File: config.mk
export PLATFORM = sky130hd
export DESIGN_NAME = if_fetch_ctrl
export DESIGN_NICKNAME = d
export VERILOG_FILES = /design/src/rtl/rv32_fetch_pkg.sv /design/src/rtl/if_fetch_fifo.sv /design/src/rtl/if_fetch_ctrl.sv
export SDC_FILE = /design/constraint.sdc
export NUM_CORES = 1
export LEC_CHECK = 0
export ABC_AREA = 1
export CAP_MARGIN = 20
export CORE_ASPECT_RATIO = 0.8
export CORE_UTILIZATION = 24
export DETAILED_ROUTE_END_ITERATION = 8
export GPL_TIMING_DRIVEN = 0
export PLACE_DENSITY_LB_ADDON = 0.1
export SLEW_MARGIN = 0
export SYNTH_ARGS = -nofsm -noshare
export SYNTH_HDL_FRONTEND = slang
export SYNTH_HIERARCHICAL = 1
export SYNTH_SLANG_ARGS = --single-unit
File: constraint.sdc
create_clock -name CLK -period 4.22 [get_ports CLK]
set_clock_uncertainty 0.05 [all_clocks]
set_input_delay 1.055 -clock CLK [delete_from_list [all_inputs] [get_ports CLK]]
set_output_delay 1.055 -clock CLK [all_outputs]
set_load 0.02 [all_outputs]
File: src/rtl/rv32_fetch_pkg.sv
// Shared types and constants for the RV32IM instruction-fetch stage.
package rv32_fetch_pkg;

   localparam int XLEN = 32;
   localparam logic [XLEN-1:0] NOP_INSTR = 32'h0000_0013;

   typedef enum logic {
      FETCH,
      FLUSH
   } fetch_state_t;

endpackage

File: src/rtl/if_fetch_fifo.sv
// Small fetch buffer of {pc, instr} pairs; head is visible combinationally.
module if_fetch_fifo
   import rv32_fetch_pkg::*;
#(
   parameter int DEPTH = 2,
   localparam int AW = $clog2(DEPTH),
   localparam int CW = AW + 1
) (
   input  logic            clk,
   input  logic            rst,
   input  logic            push,
   input  logic            pop,
   input  logic            clear,
   input  logic [XLEN-1:0] push_pc,
   input  logic [XLEN-1:0] push_instr,
   output logic [XLEN-1:0] head_pc,
   output logic [XLEN-1:0] head_instr,
   output logic [CW-1:0]   count,
   output logic            empty,
   output logic            full
);

   logic [XLEN-1:0] pc_mem    [DEPTH];
   logic [XLEN-1:0] instr_mem [DEPTH];
   logic [AW-1:0]   rd_ptr;
   logic [AW-1:0]   wr_ptr;
   logic            do_push;
   logic            do_pop;

   assign empty      = (count == '0);
   assign full       = (count == CW'(DEPTH));
   assign do_push    = push && !full;
   assign do_pop     = pop && !empty;
   assign head_pc    = pc_mem[rd_ptr];
   assign head_instr = instr_mem[rd_ptr];

   always_ff @(posedge clk) begin
      if (do_push) begin
         pc_mem[wr_ptr]    <= push_pc;
         instr_mem[wr_ptr] <= push_instr;
      end
   end

   // DEPTH is a power of two, so the pointers wrap on their own.
   always_ff @(posedge clk or posedge rst) begin
      if (rst) begin
         rd_ptr <= '0;
         wr_ptr <= '0;
         count  <= '0;
      end else if (clear) begin
         rd_ptr <= '0;
         wr_ptr <= '0;
         count  <= '0;
      end else begin
         if (do_push) wr_ptr <= wr_ptr + AW'(1);
         if (do_pop)  rd_ptr <= rd_ptr + AW'(1);
         count <= count + CW'(do_push) - CW'(do_pop);
      end
   end

endmodule

File: src/rtl/if_fetch_ctrl.sv
// IF-stage fetch controller: owns the fetch PC, runs the READ/BUSYWAIT
// handshake, buffers returned words and squashes them on redirect.
module if_fetch_ctrl
   import rv32_fetch_pkg::*;
#(
   parameter logic [XLEN-1:0] RESET_PC   = 32'h0000_0000,
   parameter int              FIFO_DEPTH = 2
) (
   input  logic            CLK,
   input  logic            RESET,
   input  logic            STALL,
   input  logic            REDIRECT,
   input  logic [XLEN-1:0] REDIRECT_PC,
   output logic            MEM_READ,
   output logic [XLEN-1:0] MEM_ADDRESS,
   input  logic            MEM_BUSYWAIT,
   input  logic [XLEN-1:0] MEM_READDATA,
   output logic            IF_VALID,
   output logic [XLEN-1:0] IF_INSTR,
   output logic [XLEN-1:0] IF_PC
);

   localparam int CW = $clog2(FIFO_DEPTH) + 1;
   localparam logic [CW-1:0] DEPTH_C = CW'(FIFO_DEPTH);

   fetch_state_t    state;
   logic [XLEN-1:0] fetch_pc;
   logic [XLEN-1:0] saved_target;
   logic [XLEN-1:0] target;
   logic            mem_read_q;
   logic            completion;
   logic            push;
   logic            pop;
   logic [XLEN-1:0] head_pc;
   logic [XLEN-1:0] head_instr;
   logic [CW-1:0]   fifo_count;
   logic [CW-1:0]   count_next;
   logic            fifo_empty;
   logic            fifo_full;

   assign target     = {REDIRECT_PC[XLEN-1:2], 2'b00};
   assign completion = mem_read_q && !MEM_BUSYWAIT;
   assign push       = completion && (state == FETCH) && !REDIRECT && !fifo_full;
   assign pop        = !fifo_empty && !STALL && !REDIRECT;
   assign count_next = REDIRECT ? '0 : fifo_count + CW'(push) - CW'(pop);

   assign MEM_READ    = mem_read_q;
   assign MEM_ADDRESS = fetch_pc;
   assign IF_VALID    = !fifo_empty;
   assign IF_INSTR    = fifo_empty ? NOP_INSTR : head_instr;
   assign IF_PC       = fifo_empty ? '0 : head_pc;

   if_fetch_fifo #(
      .DEPTH(FIFO_DEPTH)
   ) u_fifo (
      .clk       (CLK),
      .rst       (RESET),
      .push      (push),
      .pop       (pop),
      .clear     (REDIRECT),
      .push_pc   (fetch_pc),
      .push_instr(MEM_READDATA),
      .head_pc   (head_pc),
      .head_instr(head_instr),
      .count     (fifo_count),
      .empty     (fifo_empty),
      .full      (fifo_full)
   );

   // A busy request is never withdrawn: a redirect arriving mid-request parks
   // its target and lets FLUSH swallow the stale word before refetching.
   always_ff @(posedge CLK or posedge RESET) begin
      if (RESET) begin
         state        <= FETCH;
         fetch_pc     <= RESET_PC;
         saved_target <= '0;
         mem_read_q   <= 1'b0;
      end else if (REDIRECT) begin
         mem_read_q <= 1'b1;
         if (mem_read_q && MEM_BUSYWAIT) begin
            state        <= FLUSH;
            saved_target <= target;
         end else begin
            state    <= FETCH;
            fetch_pc <= target;
         end
      end else if (state == FLUSH) begin
         if (completion) begin
            state    <= FETCH;
            fetch_pc <= saved_target;
         end
      end else begin
         if (completion) fetch_pc <= fetch_pc + 32'd4;
         mem_read_q <= (count_next < DEPTH_C);
      end
   end

endmodule

# Word-level counts from Yosys, hierarchy flattened
# Memories as Yosys holds them, arrays and structs flattened.
# Index checks and enable logic that the tools add are counted.
# word_totals
output_inout_bits	98
inputBits	69
ramBits	128
register_bits	68
n_memories	2
# mem_list
memory	words	width	rd	rd_ports_with_merged_regs	write_ports	line_no	text
u_fifo.instr_mem	2	32	1	0	1	if_fetch_fifo.sv:24	logic [XLEN-1:0] instr_mem [DEPTH];
u_fifo.pc_mem	2	32	1	0	1	if_fetch_fifo.sv:23	logic [XLEN-1:0] pc_mem [DEPTH];
# classes
eq_ne	3
addsub	7
bitwise_logic	1
n_mux	21
reduce_logical	20
n_lt_le_gt_ge	1
# op_table
operator	count
32-bit two-way mux	7
32-bit by 3-bit adder with 32-bit output, second input constant	1
1-bit two-way mux	12
1-bit logical AND	9
2-bit nonzero test	3
1-bit logical NOT	5
2-bit by 1-bit adder with 2-bit output	2
2-bit two-way mux	2
2-bit inequality test, second input constant	2
2-bit AND reduction	2
2-bit by 1-bit subtractor with 2-bit output	2
1-bit adder, second input constant	2
2-bit equality test, second input constant	1
2-bit logical NOT	1
2-bit less-than comparator, second input constant	1
1-bit inverter	1

# Longest topological paths before layout
# logic_depth
depth_word	11
mapped_depth	13
depth_no_buf	12

# Modules after synthesis
# The synthesis kept the hierarchy.
# modules_own_cells
module	area_each_um2	seq_area_each_um2	n_inst	cells_each
if_fetch_fifo	4957.3	3943.8	1	371
if_fetch_ctrl	4415.5	1551.5	1	637

# Worst setup path after synthesis
# Ideal clock, no wire load.
# synth_timing
path_kind	input-to-reg
start	input REDIRECT
end	memory u_fifo.instr_mem[0][0], enable pin
setup_slack_ps	-680
setup_ps	486
required_ps	3684
path_stages	4
arrival_time_ps	4364
path_cell_list	buf_6 -> nor4_2 -> nand2_1 -> nor2_1
# synth_via
elab_chain_cells	6
# synth_lines
element	line_no	text
start: declaration	if_fetch_ctrl.sv:12	input logic REDIRECT,
1-bit logical NOT	if_fetch_ctrl.sv:43	assign push = completion && (state == FETCH) && !REDIRECT && !fifo_full;
1-bit logical AND (2 in series)	if_fetch_ctrl.sv:43	
named net push	if_fetch_ctrl.sv:32	logic push;
1-bit logical AND	if_fetch_fifo.sv:32	assign do_push = push && !full;
1-bit two-way mux	if_fetch_fifo.sv:38	if (do_push) begin
1-bit two-way mux (not written as such)	if_fetch_fifo.sv:40	instr_mem[wr_ptr] <= push_instr;
end: declaration	if_fetch_fifo.sv:24	
# The timed path passes the listed nets, and every way through them passes these cells.

# Worst setup path in the final report
# layout_timing
start	register u_fifo.count[1]
end	output IF_PC[13]
# layout_via
elab_chain_cells	2
# layout_lines
element	line_no	text
start: declaration	if_fetch_fifo.sv:18	output logic [CW-1:0] count,
start signal: assignment	if_fetch_fifo.sv:57	count <= count + CW'(do_push) - CW'(do_pop);
2-bit logical NOT	if_fetch_fifo.sv:30	assign empty = (count == '0);
named net fifo_empty	if_fetch_ctrl.sv:38	logic fifo_empty;
32-bit two-way mux	if_fetch_ctrl.sv:51	assign IF_PC = fifo_empty ? '0 : head_pc;
end: declaration	if_fetch_ctrl.sv:20	output logic [XLEN-1:0] IF_PC
# The timed path passes the listed nets, and every way through them passes these cells.

==> metrics.md <==
| Metric | Value |
|---|---|
| Most frequent cells in the layout | nand2_1 (332), clkdlybuf4s50_1 (162), inv_1 (128), edfxtp_1 (128), nor2_1 (104) |
| CTS Buffer Depth | 2 |
| H-tree depth | 4 |
| XOR/XNOR Fraction of Synth Area | 0.187% |
| DR pass1 iterations | 5 |
| Post-CTS sizing | 0 |
| WL met1 | 14.5 mm |
| Met3 WL | 912 µm |
| Hold WS | 0.437 ns |
| Crit end category | primary output |
| Initial Util | 24.4% |
| Layout cells sized above 1 | 10.7% |
| Die Height | 179 µm |
| Final ANT Viol Nets | 0 |
| Fin. Hold Viols | 0 |
| Fillers | 4021 |
| Crit path buffers/inverters | 5 |
| GP Congestion | 0.820 |
| Io pins | 167 |
| Largest family of logic cells by synthesized area | simple AND/OR/NAND/NOR gates |
| Met2 wire len | 12.1 mm |
| Complex-gate fraction of the synthesized area | 7.65% |
| Worst vdd ir | 0.221 mV |
| First-pass GRT wire length | 41.9 mm |
| Final worst path period need | 3.98 ns |
| Worst min-delay path class | flop to flop |
| Crit-path max cell delay | 0.61 ns |
| Nets | 1272 |
| CORE AREA | 38400 µm² |
| Synth Area in Simple Gates | 22.9% |
| PwrDens | 454 nW/µm² |
| Vias in the first global route | 6683 |
| Synth Area in Adders | 0.534% |
| Critical path type | flop to primary output |
| CTS tree | built |
| Leak | 5.26 nW |
| RSZ-0062 raised after global routing | no |
| Slew Limit Fails | 0 |
| Arr. time, crit path | 2.87 ns |
| Max_cap viols | 0 |
| F_max | 251 MHz |
| Die ar. | 39900 µm² |
| Antenna cell count | 0 |
| Post-synthesis register bit count | 194 |
| Fraction of registers with async set/reset | 34.0% |
| Wire per inst | 16.2 µm |
| Worst path cell trace | inv_1 -> nand2_1 -> inv_1 -> clkbuf_1 -> clkbuf_1 -> nor2_1 -> clkdlybuf4s50_1 |
| CP Launch Type | flop |
| Final Core Density | 32.3% |
| Vias per Instance | 4.15 |
| Area of the multi-input gates | 3110 µm² |
| Dpl hpwl | 19.9 mm |
| Antenna violations before repair | 0 |
| Largest net degree at the start of global routing | 63 |
| Status | finished, final reports clean |
| Clk slew on worst S/H paths | 0.08 ns |
| DR iter-0 viols | 491 |
| Mean area per synthesized cell | 9.30 µm² |
| Gr usage total | 14.3% |
| Worst Tran Pin Value | 0.728 ns |
| Routed WL | 27.7 mm |
| Synthesized instance count | 1008 |
| Area grow syn2layout | 32.1% |
| Yosys cell types | 45 |
| Mux share of post-synthesis cell area | 1.44% |
| Total CTS buffers | 17 |
| Crit path max fanout | 10 |
| Commonest register cell after synthesis | edfxtp_1 |
| Slew headroom | 51.3% |
| DR DRC count | 0 |
| FP Rows | 64 |
| WP data required | 3.12 ns |
| GRT Residual Overflow | 0 |
| Final setup vio count | 0 |
| Postcts setup bufs | 0 |
| Fin crit share | 94.3% |
| Top sig layer | met4 |
| Flop-to-flop setup slack | 1.47 ns |
| Commonest non-fill, non-tap cell in the layout | nand2_1 |
| Register area | 5500 µm² |
| Port Buffers | 162 |
| Clock sinks | 194 |
| Vias post-DR | 7090 |
| Clk_lat worst skew | 0.45 ns |
| Crit-path leading delay family | buffers and inverters |
| Critical-path top delay cell | clkdlybuf4s50_1 |
| Share of the yosys chip area belonging to registers | 58.6% |
| CTS Hold Buffers Added | 0 |
| Root Buffer | clkbuf_16 |
| Synthesized cell area | 9370 µm² |
| Post-synth EDFFs | 128 |
| Die width | 223 µm |
| Yosys warning count | 6 |
[kinds of logic (layout without fill, tap and decap cells)]
family	after synthesis	after routing
other	1	6
adders and majority gates	4	4
DFF	194	194
and+or+nand+nor	511	511
AOI/OAI and AO/OA	107	107
buffers and inverters	177	376
muxes	12	12
xor gates and xnor gates	2	2
[power breakdown]
| part | internal, mW | switching [mW] |
|---|---|---|
| clock | 0.909 | 0.814 |
| combinational | 0.550 | 0.790 |
| sequential | 2.29 | 0.264 |
[cells in the mapped netlist, types with 8 or more instances]
master / instances / area share [%]
dfrtp_1: 66 / 18
nor2_1: 106 / 4.2
buf_2: 12 / 0.64
nand2_1: 332 / 13
buf_6: 14 / 1.7
o21ai_0: 30 / 1.6
a221oi_2: 8 / 1.3
nand3_1: 30 / 1.6
clkbuf_1: 11 / 0.44
mux2_2: 12 / 1.4
edfxtp_1: 128 / 41
inv_1: 129 / 5.2
a21oi_1: 28 / 1.5
o21ai_1: 13 / 0.69
[path summary, 6_finish.rpt]
check                                      start                endpoint  depth (start not counted)
worst min register to register  saved_target[23]        saved_target[23]                          2
min in group asynchronous                  RESET           u_fifo/wr_ptr                          2
worst max-delay path             u_fifo/count[1]               IF_PC[13]                          7
max in group asynchronous                  RESET        saved_target[30]                          3
worst min-delay path            saved_target[23]        saved_target[23]                          2
worst max register to register   u_fifo/count[1]  u_fifo/instr_mem[1][9]                          7
[stage by stage]
stage	total power, mW	TNS, ns	worst slack, ns	std cells	area [µm²]
after floorplan	3.27	-87.10	-0.680	1013	9390
after global placement	3.96	-453.74	-3.56	1670	11600
after detailed placement	3.97	0	0.321	1675	11800
after CTS	5.72	0	0.0441	1707	12400
after global routing	5.93	0	0.00219	1707	12400
final	5.62	0	0.240	1707	12400
[final cells by class]
| type | count | area share [%] |
|---|---|---|
| Clock inverter | 14 | 1.50 |
| Inverter | 136 | 4.20 |
| Multi-Input combinational cell | 642 | 25.1 |
| Clock buffer | 18 | 3.47 |
| Tap cell | 495 | 5.00 |
| Buffer | 41 | 2.30 |
| Timing Repair Buffer | 167 | 14.0 |
| Sequential cell | 194 | 44.4 |
[worst register-to-register path, stage by stage, from the launching register on]
cell and delay, ns:
dfrtp_1 0.43, nand2_1 0.13, inv_1 0.07, nor4_2 0.40, nand2_1 0.26, nor2_4 0.61
buf_16 0.25, buf_12 0.23
[per-layer routing]
metal  GRT usage [%]  vias up
li1                -     3625
met1            20.9     3325
met2            21.5      131
met3            3.06        9
met4            3.42        0
met5               0        -
[sequential cells by signal (all words and copies together) (netlist names)]
signal	count
saved_target	30
MEM_READ	1
state	1
u_fifo/count	2
u_fifo/rd_ptr	1
u_fifo/pc_mem	64
u_fifo/instr_mem	64
MEM_ADDRESS	30
u_fifo/wr_ptr	1
(Power assumes the default switching activity.)
